[src/rtl/dump_pulse_gen.sv]
// Multi-channel dump-off pulse generator: per-channel delay / width / repeat
// sequences with optional one-shot auto-fire. Define DUMPOFF_ABORT_EN for a global abort.
module dump_pulse_gen #(
  parameter int             NCH       = 4,
  parameter int             CNT_W     = 8,
  parameter logic [NCH-1:0] AUTO_MASK = '0,
  parameter int             AUTO_DLY  = 1,
  parameter int             AUTO_WID  = 19
) (
  input  logic                 clk,
  input  logic                 reset,
  input  logic [NCH-1:0]       trig,
  input  logic [NCH*CNT_W-1:0] dly,
  input  logic [NCH*CNT_W-1:0] wid,
  input  logic [NCH*4-1:0]     rep,
`ifdef DUMPOFF_ABORT_EN
  input  logic                 abort,
`endif
  output logic [NCH-1:0]       dumpoff,
  output logic [NCH-1:0]       busy,
  output logic [NCH-1:0]       done
);

  typedef enum logic [1:0] {
    IDLE = 2'd0,
    DLY  = 2'd1,
    ON   = 2'd2
  } state_t;

  localparam logic [CNT_W-1:0] AUTO_D = CNT_W'(AUTO_DLY);
  localparam logic [CNT_W-1:0] AUTO_W = CNT_W'(AUTO_WID);

  logic kill;
`ifdef DUMPOFF_ABORT_EN
  assign kill = abort;
`else
  assign kill = 1'b0;
`endif

  // Set while in reset; the first non-reset edge consumes it, so auto-fire is one-shot.
  logic auto_arm;
  always_ff @(posedge clk) begin
    // NOTE: non-blocking assignments for every register, so all flops see pre-edge values.
    if (reset) auto_arm <= 1'b1;
    else       auto_arm <= 1'b0;
  end

  for (genvar i = 0; i < NCH; i++) begin : g_ch
    state_t           st;
    logic [CNT_W-1:0] cnt;
    logic [CNT_W-1:0] d_q;
    logic [CNT_W-1:0] w_q;
    logic [3:0]       left;
    logic             pulse_q;
    logic             busy_q;
    logic             done_q;

    logic             auto_go;
    logic [CNT_W-1:0] start_d;
    logic [CNT_W-1:0] start_w;
    logic [3:0]       start_r;
    logic             start;

    assign auto_go = auto_arm && AUTO_MASK[i];
    assign start_d = auto_go ? AUTO_D : dly[i*CNT_W +: CNT_W];
    assign start_w = auto_go ? AUTO_W : wid[i*CNT_W +: CNT_W];
    assign start_r = auto_go ? 4'd1   : rep[i*4 +: 4];
    assign start   = (auto_go || trig[i]) && (st == IDLE) && (start_w != '0);

    always_ff @(posedge clk) begin
      if (reset || kill) begin
        st      <= IDLE;
        cnt     <= '0;
        d_q     <= '0;
        w_q     <= '0;
        left    <= '0;
        pulse_q <= 1'b0;
        busy_q  <= 1'b0;
        done_q  <= 1'b0;
      end else begin
        done_q <= 1'b0;
        case (st)
          IDLE: begin
            if (start) begin
              d_q    <= start_d;
              w_q    <= start_w;
              left   <= (start_r == 4'd0) ? 4'd1 : start_r;
              cnt    <= start_d;
              busy_q <= 1'b1;
              st     <= DLY;
            end
          end
          DLY: begin
            if (cnt == '0) begin
              pulse_q <= 1'b1;
              cnt     <= w_q - 1'b1;
              st      <= ON;
            end else begin
              cnt <= cnt - 1'b1;
            end
          end
          ON: begin
            if (cnt == '0) begin
              pulse_q <= 1'b0;
              if (left > 4'd1) begin
                // Inter-pulse gap is max(D,1) edges; DLY rises after cnt+1 edges.
                left <= left - 4'd1;
                cnt  <= (d_q == '0) ? '0 : d_q - 1'b1;
                st   <= DLY;
              end else begin
                busy_q <= 1'b0;
                done_q <= 1'b1;
                st     <= IDLE;
              end
            end else begin
              cnt <= cnt - 1'b1;
            end
          end
          default: st <= IDLE;
        endcase
      end
    end

    assign dumpoff[i] = pulse_q;
    assign busy[i]    = busy_q;
    assign done[i]    = done_q;
  end

endmodule

[config.mk]
export PLATFORM = sky130hd
export DESIGN_NAME = dump_pulse_gen
export DESIGN_NICKNAME = d
export VERILOG_FILES = /design/src/rtl/dump_pulse_gen.sv
export SDC_FILE = /design/constraint.sdc
export NUM_CORES = 1
export LEC_CHECK = 0
export CORE_ASPECT_RATIO = 0.7
export CORE_MARGIN = 3
export CORE_UTILIZATION = 57
export DETAILED_ROUTE_END_ITERATION = 8
export HOLD_SLACK_MARGIN = 0.1
export MAX_ROUTING_LAYER = met4
export PLACE_DENSITY = 0.82
export SLEW_MARGIN = 20
export SYNTH_ARGS = -nofsm -noshare
export SYNTH_HDL_FRONTEND = slang
export SYNTH_SLANG_ARGS = --single-unit
[constraint.sdc]
create_clock -name clk -period 2.9 [get_ports clk]
set_input_delay 0.435 -clock clk [delete_from_list [all_inputs] [get_ports clk]]
set_output_delay 0.435 -clock clk [all_outputs]
set_load 0.01 [all_outputs]
======== After elaboration in Yosys (flattened, before gate mapping) ========
Cells that the tools add are included.
operators by class
  $lt $le $gt $ge ......................... 4
  eq/ne operators ......................... 32
  shift operators ......................... 0
  multiply operators ...................... 0
  bitwise gates (word level) .............. 8
  add/subtract/negate cells ............... 16
  div/mod/pow operators ................... 0
  reduce and logical (&&, ||, !) cells .... 68
  muxes and demuxes ....................... 96
operator list
  operator               number
  $mux W8                20
  $pmux W8 S3            4
  $sub A8 B1 Y8 const B  12
  $logic_not A8 Y1       8
  $mux W4                16
  $ne A2 B2 Y1 const B   20
  $reduce_and A3 Y1      12
  $pmux W4 S2            4
  $reduce_and A4 Y1      8
  $reduce_bool A8 Y1     4
  $mux W1                28
  $mux W2                12
  $pmux W2 S3            4
  $gt A4 B1 Y1 const B   4
  $logic_not A4 Y1       4
  $pmux W1 S2            8
  $reduce_bool A2 Y1     8
  $sub A4 B1 Y4 const B  4
  $ne A3 B3 Y1 const B   4
  $reduce_bool A3 Y1     4
  $reduce_or A3 Y1       4
  $eq A2 B1 Y1 const B   4
  $eq A2 B2 Y1 const B   4
  $logic_and A1 B1 Y1    8
  other kinds (3)        16
storage, ports and cells
  bits in read-only memories .............. 0
  latch bits .............................. 0
  logic and storage cells ................. 256
  output and inout port bits .............. 12
  memory bits (writable) .................. 0
  register bits ........................... 132
  memories kept ........................... 0

======== Logic depth before layout (Yosys ltp) ========
Gate-level depths: netlist of run 1.
  word-level depth ........................ 5
  gate-level depth with buffers ........... 10
  depth with buffers taken out ............ 8

======== Worst setup path before layout of run 1 ========
Ideal clock, no wire load.
  kind .................................... register to register
  start ................................... register g_ch[1].cnt[0]
  end ..................................... register g_ch[1].cnt[5]
  path slack .............................. 0.642 ns
  data required time ...................... 2.785 ns
  library setup time ...................... 0.115 ns
  arrival ................................. 2.144 ns
  cell stages (with the launch flop) ...... 9
  path buffers ............................ 1
  path through ............................ dfxtp_1 -> inv_1 -> ha_1 -> nor4b_1 -> and2_1 -> a221oi_1 -> clkbuf_1 -> o2111ai_1 -> o21a_1
on the way
  word-level cells in the longest chain between the ends .. 3
ends and longest elaborated chain
  what                                               RTL line  text
  start: declaration                                 50        logic [CNT_W-1:0] cnt;
  start signal: assignment                           88        cnt <= start_d;
  start signal: assignment                           96        cnt <= w_q - 1'b1;
  start signal: assignment                           99        cnt <= cnt - 1'b1;
  $sub A8 B1 Y8 or $logic_not A8 Y1 (tied branches)  n/a
  $mux W8 (tied with other cells)                    103       if (cnt == '0) begin
  $pmux W8 S3 or $reduce_and A3 Y1 (tied branches)   n/a
Parallel ways exist; a longest one is shown, timed or not.
A chain may end at the register's enable or synchronous reset.

======== Worst setup path after layout of run 1 ========
  start ................................... register g_ch[2].cnt[0]
  end ..................................... register g_ch[2].cnt[1]
on the way
  word-level cells in the longest chain between the ends .. 3
ends and longest elaborated chain
  what                                               RTL line
  start: declaration                                 50
  start signal: assignment                           88
  start signal: assignment                           96
  start signal: assignment                           99
  $sub A8 B1 Y8 or $logic_not A8 Y1 (tied branches)  n/a
  $mux W8 (tied with other cells)                    103
  $pmux W8 S3 or $reduce_and A3 Y1 (tied branches)   n/a
Parallel ways exist; a longest one is shown, timed or not.

==> impl_metrics.toml, run 1 <==
[sta]
tightest_slew_ns = 0.739
fmax_ghz = 0.383
rsz0062_at_grt = "false"
maxSlewHeadroom_pct = 50.6
setup_viol = 0
fin_crit_sh_pct = 90.1
setup_ws_ns = 0.286
final_hold_viol_count = 0
post-route-min-period_ns = 2.61
tns_ns = 0
drv_slew = 0
clock_skew_ns = 0.00887

[clock_tree]
cts.path.max_buffers = 2
cts_resized = 0
clock-root-buffer = "clkbuf_16"
clock_latency_ns = 0.42
clk_pin_slew_ns = 0.06
cts_buffers = 17
cts_tree = "done"
holdBufCountCts = 0
htree_levels = 4
numClockSinks = 132
post_cts_buffers = 0

[synth]
synth_cells = 1089
synth-main-ff-cell = "dfxtp_1"
synth_nets = 1219
syn-cell-area_um2 = 8540
yosysSeqAreaShare_pct = 31.0
avgSynthCellArea_um2 = 7.84
ys_warn_count = 0
synth.distinct_cells = 70
synth_async_sr_flop_share_pct = 0
synth-edff-count = 0
ys_seq_elements = 132

[global_route]
grt_pass1_vias = 7600
grt_use_total_pct = 28.3
grt_max_degree = 60
antenna_found_initial = 1
overflow = 0
grt_pass1_wl_um = 37700

[place]
place_ws_ns = 0.176
gp_congestion = 0.961
place_area_um2 = 9670
hpwlAfterDp_um = 16200
portBuffers = 97

[floorplan]
rows = 36
die_h_um = 108
num_io_pins = 98
core-area_um2 = 14300
die_w_um = 152
start_util_pct = 59.8
die_area_um2 = 16500

[critical_path]
slowest_stage = "or3b_2"
crit_path_max_incr_delay_ns = 0.51
cp_cell_sequence = "inv_1, ha_1, or3b_2, nor2_1, buf_4, nand2_1, a31oi_1, a211o_1, a21oi_1"
cp-end-kind = "flip-flop"
crit_type = "flip-flop to flip-flop"
required_ns = 3.17
crit_path_start_kind = "flip-flop"
r2r_setup_slack_ns = 0.29
crit_path_max_fanout = 8
arrival_ns = 2.88

[job]
drv_cap = 0

[outcome]
status = "finished, final reports clean"

[cells_and_area]
drive_gt1_share_pct = 6.44
fill_cells = 1112
nets = 1297
area_delta_synth_final_pct = 20.0
stdcell_area_um2 = 10200

[worst_hold_path]
holdCritPathClass = "flip-flop to flip-flop"

[drt]
vias = 8345
routedWlPerCell_um = 16.6
ant_nets = 0
drt_iter0_markers = 813
routed_via_density = 6.09
drtPass1Iterations = 7
drc_errors = 0
drt_wl_total_um = 22800

[power]
p_per_area_nw_per_um2 = 839
leakagePower_nw = 3.98
peakVddDrop_uv = 641
total_power_mw = 8.60
-- metrics by stage --
stage	util (%)	std cells	hold WS (ns)
after floorplan	-	1089	0.448
after global placement	67.7	1338	0.467
after detailed placement	67.7	1338	0.472
after CTS	71.7	1370	0.480
after global routing	71.7	1371	0.519
final	71.7	1371	0.477
-- layout make-up --
type,count,area [um2],share of cell area (%)
inverter,57,214,2.09
multi-input combinational,836,5380,52.6
antenna,1,2.50,0.0244
sequential,132,2640,25.8
timing repair buffer,123,1190,11.6
clock inverter,12,106,1.04
tap,190,238,2.32
clock buffer,20,467,4.56
-- power breakdown --
| part | switching, mW | internal (mW) | leakage [nW] |
|---|---|---|---|
| clock network | 0.847 | 1.24 | 0.274 |
| registers | 0.425 | 2.15 | 1.09 |
| logic | 2.28 | 1.64 | 2.62 |
-- logic make-up (layout without fill, tap and decap cells) --
kind of cell,after synthesis,count (layout),share of synthesized area [%]
xor+xnor,44,44,4.51
other cells,0,1,0
compound gates,279,279,21.8
buf+inv,121,212,6.07
mux,52,52,6.10
flops,132,132,31.0
fa+ha+maj,44,44,6.45
simple gates,417,417,24.1
-- worst paths after layout --
kind	from	to	depth (start not counted)
setup / recovery	g_ch[2].cnt[0]	g_ch[2].cnt[1]	9
hold / removal	g_ch[1].w_q[7]	g_ch[1].w_q[7]	2
setup reg to reg	g_ch[2].cnt[0]	g_ch[2].cnt[1]	9
hold reg to reg	g_ch[1].w_q[7]	g_ch[1].w_q[7]	2
-- Yosys cell counts, drive strengths merged, types with 3 or more instances --
master   instances  area (um2)
a2111oi          4        36.3
a211o            8        70.1
a211oi          14         105
a21o             3        22.5
a21oi           74         374
a22o             4        35.0
a22oi            5        37.5
a311oi           3        26.3
a31oi           16         100
a32oi            6        52.6
and2             5        31.3
buf             25         158
clkbuf          39         146
dfxtp          132        2640
ha              44         551
inv             57         214
mux2i           52         521
nand2           70         263
nand2b           8        50.1
nand3           24         133
nand3b           9        67.6
nor2           161         604
nor2b           13        81.3
nor3            44         231
nor3b           13        97.6
nor4            20         125
nor4b            3        41.3
o2111ai          6        52.6
o211ai          10        88.8
o21a             4        30.0
o21ai           60         312
o21bai           3        26.3
o221ai          12         105
o22ai            7        43.8
o2bb2ai          3        26.3
o31a             3        26.3
o31ai           13        97.6
o41ai            8        77.6
or3             21         136
or4             18         135
xnor2           21         184
xor2            23         201
-- state kept, by name, summed over array words and instances (netlist names) --
name,cells
g_ch.left,16
g_ch.w_q,32
g_ch.done_q,4
g_ch.cnt,32
g_ch.busy_q,4
g_ch.pulse_q,4
g_ch.st,8
g_ch.d_q,32
-- layer usage --
layer  up-vias  routed length (um)  global-route usage [%]
li1       4098                   -                       -
met1      3853               11000                    39.6
met2       365                9660                    41.2
met3        29                1930                    6.72
met4         0                 251                    7.12
met5         -                   0                       -
-- cells in the final DEF (no fill, tap or decap), types with 4 or more instances in the layout --
cell	netlist	routed
or3_1	20	20
a21oi_1	73	71
a211oi_1	14	14
o221ai_1	12	12
nand3_1	23	23
nor4_1	20	20
o22ai_1	7	7
ha_1	44	44
clkbuf_16	0	17
o21a_1	4	4
o41ai_1	7	7
buf_4	12	25
nand2b_1	8	8
nor2_1	161	161
a211o_1	8	8
a31oi_1	16	16
clkinvlp_4	0	4
a22oi_1	5	5
nor3_1	43	43
xor2_1	23	23
o211ai_1	9	9
or4_1	18	18
nand3b_1	9	9
nor3b_1	13	13
inv_1	57	57
a32oi_1	6	6
o2111ai_1	6	6
a22o_1	4	4
clkinv_2	0	4
dfxtp_1	132	132
o31ai_1	13	13
xnor2_1	21	21
and2_1	4	4
nor2b_1	13	13
mux2i_1	52	52
o21ai_0	59	59
clkdlybuf4s50_1	0	96
nand2_1	70	70
-- critical path, delay by kind of cell (launching register included) --
| kind | cells | cell delay (ns) |
|---|---|---|
| AND/OR/NAND/NOR | 3 | 0.98 |
| AO/OA/AOI/OAI | 3 | 0.51 |
| flip-flops | 1 | 0.37 |
| buffers and inverters | 2 | 0.37 |
| adder cells (fa/ha/maj) | 1 | 0.22 |
Note: power is estimated with default switching activity, not from simulation.
==> run 2: changes to the inputs <==
SETUP_SLACK_MARGIN = 0.4   (was default)
==> impl_metrics.toml, run 2 (synthesized netlist as in run 1, its figures left out) <==
[clock_tree]
htree_levels = 4
clock_latency_ns = 0.42
cts_tree = "done"
numClockSinks = 132
cts_buffers = 17
cts.path.max_buffers = 2
holdBufCountCts = 0
clock-root-buffer = "clkbuf_16"
clk_pin_slew_ns = 0.06

[drt]
ant_nets = 0
routedWlPerCell_um = 16.6
vias = 8380
drt_iter0_markers = 820
drtPass1Iterations = 6
drt_wl_total_um = 22900
routed_via_density = 6.10
drc_errors = 0

[floorplan]
start_util_pct = 59.8
core-area_um2 = 14300
rows = 36
num_io_pins = 98
die_w_um = 152
die_area_um2 = 16500
die_h_um = 108

[sta]
rsz0062_at_grt = "true"
holdWs_ns = 0.479
tightest_slew_ns = 0.752
final_hold_viol_count = 0
fin_crit_sh_pct = 82.9
maxSlewHeadroom_pct = 49.7
setup_ws_ns = 0.497
setup_viol = 0
fmax_ghz = 0.416
clock_skew_ns = 0.00885
drv_slew = 0
post-route-min-period_ns = 2.40
tns_ns = 0

[global_route]
grt_pass1_wl_um = 37700
grt_max_degree = 60
antenna_found_initial = 1
grt_use_total_pct = 28.3
grt_pass1_vias = 7600
overflow = 0

[cells_and_area]
layout_common_cells = "160 x nor2_1, 132 x dfxtp_1, 96 x clkdlybuf4s50_1"
biggestRegsByFlops = "g_ch.cnt (32), g_ch.d_q (32), g_ch.w_q (32)"
area_delta_synth_final_pct = 20.6
final_util_pct = 72.1
drive_gt1_share_pct = 7.19
nets = 1299
stdcell_area_um2 = 10300
stdcell_count = 1373
final_common_cell = "nor2_1"
multi_input_area_um2 = 5420
seq_area_um2 = 2640
fill_cells = 1105

[worst_hold_path]
holdPathStages = 2
min_to = "g_ch[1].w_q[7]"
holdCritPathClass = "flip-flop to flip-flop"
hp-start = "g_ch[1].w_q[7]"

[critical_path]
slowest_stage = "or3b_2"
worst-path-buf-inv = 1
required_ns = 3.17
arrival_ns = 2.67
reg2regPathDepth = 8
path_common_cell = "o21ai_0"
cp-end-kind = "flip-flop"
path_delay_family = "compound AO/OA/AOI/OAI gates"
r2r_setup_slack_ns = 0.50
crit_path_max_fanout = 6
crit_path_max_incr_delay_ns = 0.54
cp_cell_sequence = "inv_1, ha_1, or3b_2, o21ai_0, o21ai_0, a31oi_1, a211o_1, a21oi_1"
regToRegEndpoint = "g_ch[2].cnt[1]"
reg2reg_from = "g_ch[2].cnt[0]"
crit_type = "flip-flop to flip-flop"
crit_path_start_kind = "flip-flop"

[place]
portBuffers = 97
dp_cells = 1338
hpwlAfterDp_um = 16200
place_area_um2 = 9670
place_ws_ns = 0.176
gp_congestion = 0.961

[job]
drv_cap = 0

[power]
leakagePower_nw = 3.99
p_per_area_nw_per_um2 = 844
peakVddDrop_uv = 638
total_power_mw = 8.68

[outcome]
status = "finished, final reports clean"
-- run 2: cell count changes in the layout (fill, tap and decap cells not counted), sizes merged --
cell	before	now
buf	27	29
-- run 2: per-layer routing --
layer	part of all wire [%]	global-route usage (%)
met1	48	39.6
met2	42	41.2
met3	8.9	6.72
met4	1.0	7.12
met5	0	-
-- run 2: repair_timing --
item,CTS,global route
gates resized for setup,1,10
buffers inserted,0,2
hold endpoints to repair,0,0
pin swaps,1,1
setup endpoints to repair,4,17
-- run 2: power breakdown --
group | switching, mW | leakage [nW] | internal, mW
sequential | 0.425 | 1.09 | 2.15
clock | 0.847 | 0.274 | 1.24
combinational | 2.32 | 2.63 | 1.69
-- run 2: worst reg2reg max path: cells and delay by family, from the launching register on --
kind                       cells  cell delay (ns)
buffers and inverters          1             0.13
DFF                            1             0.38
and+or+nand+nor                1             0.54
AOI/OAI and AO/OA              5             0.99
adders and majority gates      1             0.22
-- run 2: worst max-delay path by stage --
stage	from	end	cells past startpoint
after floorplan	g_ch[1].cnt[0]	g_ch[1].cnt[5]	8
after global placement	wid[7]	g_ch[0].cnt[6]	7
after detailed placement	wid[7]	g_ch[0].cnt[6]	7
after CTS	g_ch[3].cnt[2]	g_ch[3].cnt[0]	6
after global routing	g_ch[0].cnt[0]	g_ch[0].cnt[7]	8
final	g_ch[2].cnt[0]	g_ch[2].cnt[1]	8
-- run 2: area by class of cell --
type / instances / area share [%]
clock buffer: 20 / 4.54
clock inverter: 12 / 1.03
multi-input combinational: 836 / 52.6
tap: 190 / 2.31
antenna: 1 / 0.0243
inverter: 57 / 2.08
timing repair buffer: 125 / 11.7
sequential: 132 / 25.7
==> run 3: changes to the inputs <==
CORE_UTILIZATION = 52   (was 57)
PLACE_DENSITY = 0.79   (was 0.82)
clock period = 2.1 ns   (was 2.9 ns; I/O delays follow)
==> impl_metrics.toml, run 3 (synthesized netlist as in run 1, its figures left out) <==
[outcome]
status = "complete, but fails checks"
violations = "setup timing"

[worst_hold_path]
holdCritPathClass = "primary input to flip-flop"

[global_route]
overflow = 0
antenna_found_initial = 0
grt_pass1_wl_um = 48100
grt_use_total_pct = 33.3
grt_pass1_vias = 9364
grt_max_degree = 35

[place]
dp_cells = 1467
portBuffers = 97
place_ws_ns = -0.379
gp_congestion = 0.986
hpwlAfterDp_um = 18100

[sta]
tns_ns = -0.114
clock_skew_ns = 0.0126
tightest_slew_ns = 0.680
maxSlewHeadroom_pct = 54.6
setup_viol = 5
final_hold_viol_count = 0
drv_slew = 0
post-route-min-period_ns = 2.18
setup_ws_ns = -0.0771
fmax_ghz = 0.459
fin_crit_sh_pct = 104
rsz0062_at_grt = "true"

[cells_and_area]
biggestRegsByFlops = "g_ch.cnt (32), g_ch.d_q (32), g_ch.w_q (32)"
nets = 1480
final_common_cell = "buf_4"
antennaDiodeCount = 0
fill_cells = 770
drive_gt1_share_pct = 38.2
layout_common_cells = "147 x buf_4, 139 x nor2_1, 94 x dfxtp_1"
area_delta_synth_final_pct = 58.8
stdcell_count = 1583

[floorplan]
rows = 38
num_io_pins = 98
die_w_um = 159
die_area_um2 = 18000
die_h_um = 113
start_util_pct = 54.1
core-area_um2 = 15800

[drt]
highest_layer = "met4"
drt_iter0_markers = 1558
wl_met2_um = 16200
wl_met3_um = 4120
drt_wl_total_um = 36100
drtPass1Iterations = 6
ant_nets = 0
wl_met1_um = 13700
routed_via_density = 6.63
routedWlPerCell_um = 22.8
vias = 10500
drc_errors = 0

[clock_tree]
clk_pin_slew_ns = 0.06
htree_levels = 4
cts.path.max_buffers = 2
clock_latency_ns = 0.44
numClockSinks = 132
cts_tree = "done"
clock-root-buffer = "clkbuf_16"
cts_buffers = 17

[critical_path]
reg2reg_from = "g_ch[1].cnt[0]"
required_ns = 2.43
endpoint = "g_ch[1].cnt[7]"
path_common_cell = "o21ai_0"
crit_path_start_kind = "flip-flop"
arrival_ns = 2.51
reg2regPathDepth = 6
regToRegEndpoint = "g_ch[1].cnt[7]"
crit_path_max_fanout = 4
crit_type = "flip-flop to flip-flop"
worst-path-buf-inv = 1
cp_cell_sequence = "buf_4, nor4_1, o21ai_0, o21ai_0, o211ai_1, a31oi_1"
worstSetupStartpoint = "g_ch[1].cnt[0]"
crit_path_max_incr_delay_ns = 0.49
slowest_stage = "nor4_1"
cp-end-kind = "flip-flop"
r2r_setup_slack_ns = -0.08
worstSetupPathDepth = 6
path_delay_family = "compound AO/OA/AOI/OAI gates"

[power]
p_per_area_nw_per_um2 = 1300
leakagePower_nw = 5.39
peakVddDrop_uv = 1030

[job]
drv_cap = 0
==> run 3: worst register-to-register path, cell delays in order (launching register included) <==
cell	delay [ns]
dfxtp_2	0.34
buf_4	0.16
nor4_1	0.49
o21ai_0	0.27
o21ai_0	0.37
o211ai_1	0.19
a31oi_1	0.28
==> run 3: layer usage <==
metal / up-vias / global-route usage [%]
met5: - / -
met4: 0 / 11.4
met1: 4862 / 43.1
met3: 254 / 7.61
met2: 911 / 51.6
li1: 4476 / -
==> run 3: worst min path at each step <==
stage / from / to / slack [ns] / cells after the start
after CTS: reset / g_ch[1].d_q[3] / 0.29 / 2
after floorplan: g_ch[1].w_q[7] / g_ch[1].w_q[7] / 0.45 / 2
after global routing: wid[7] / g_ch[0].w_q[7] / 0.31 / 4
after detailed placement: g_ch[1].w_q[1] / g_ch[1].w_q[1] / 0.47 / 2
final: wid[7] / g_ch[0].w_q[7] / 0.29 / 4
after global placement: g_ch[1].w_q[1] / g_ch[1].w_q[1] / 0.46 / 2
==> run 3: cell type report <==
cell class / instances / area, um2 / share of cell area, %
Timing Repair Buffer: 305 / 2800 / 20.7
Tap cell: 220 / 275 / 2.03
Multi-Input combinational cell: 837 / 6920 / 51.1
Clock buffer: 21 / 470 / 3.47
Inverter: 57 / 226 / 1.67
Sequential cell: 132 / 2710 / 20.0
Clock inverter: 11 / 149 / 1.10
==> run 3: power by group <==
part | switching (mW) | internal [mW]
Combinational | 5.66 | 5.03
Sequential | 0.664 | 3.02
Clock | 1.26 | 1.97
Total | 7.58 | 10.0
==> run 3: timing repair <==
item / CTS / global route
hold buffers: 0 / 0
setup buffers: 51 / 29
pin swaps: 101 / 83
resized for setup: 218 / 154
endpoints found under the setup margin: 84 / 88
gates cloned: 3 / 1
==> run 3: metrics by stage <==
stage / power [mW] / hold WS, ns / utilization, % / area (um2)
5_1_grt: 18.3 / 0.305 / 85.9 / 13600
2_1_floorplan: 8.16 / 0.448 / - / 9030
6_report: 17.6 / 0.295 / 85.9 / 13600
3_5_place_dp: 10.2 / 0.470 / 68.7 / 10800
4_1_cts: 15.3 / 0.289 / 80.3 / 12700
3_3_place_gp: 10.0 / 0.461 / 68.7 / 10800
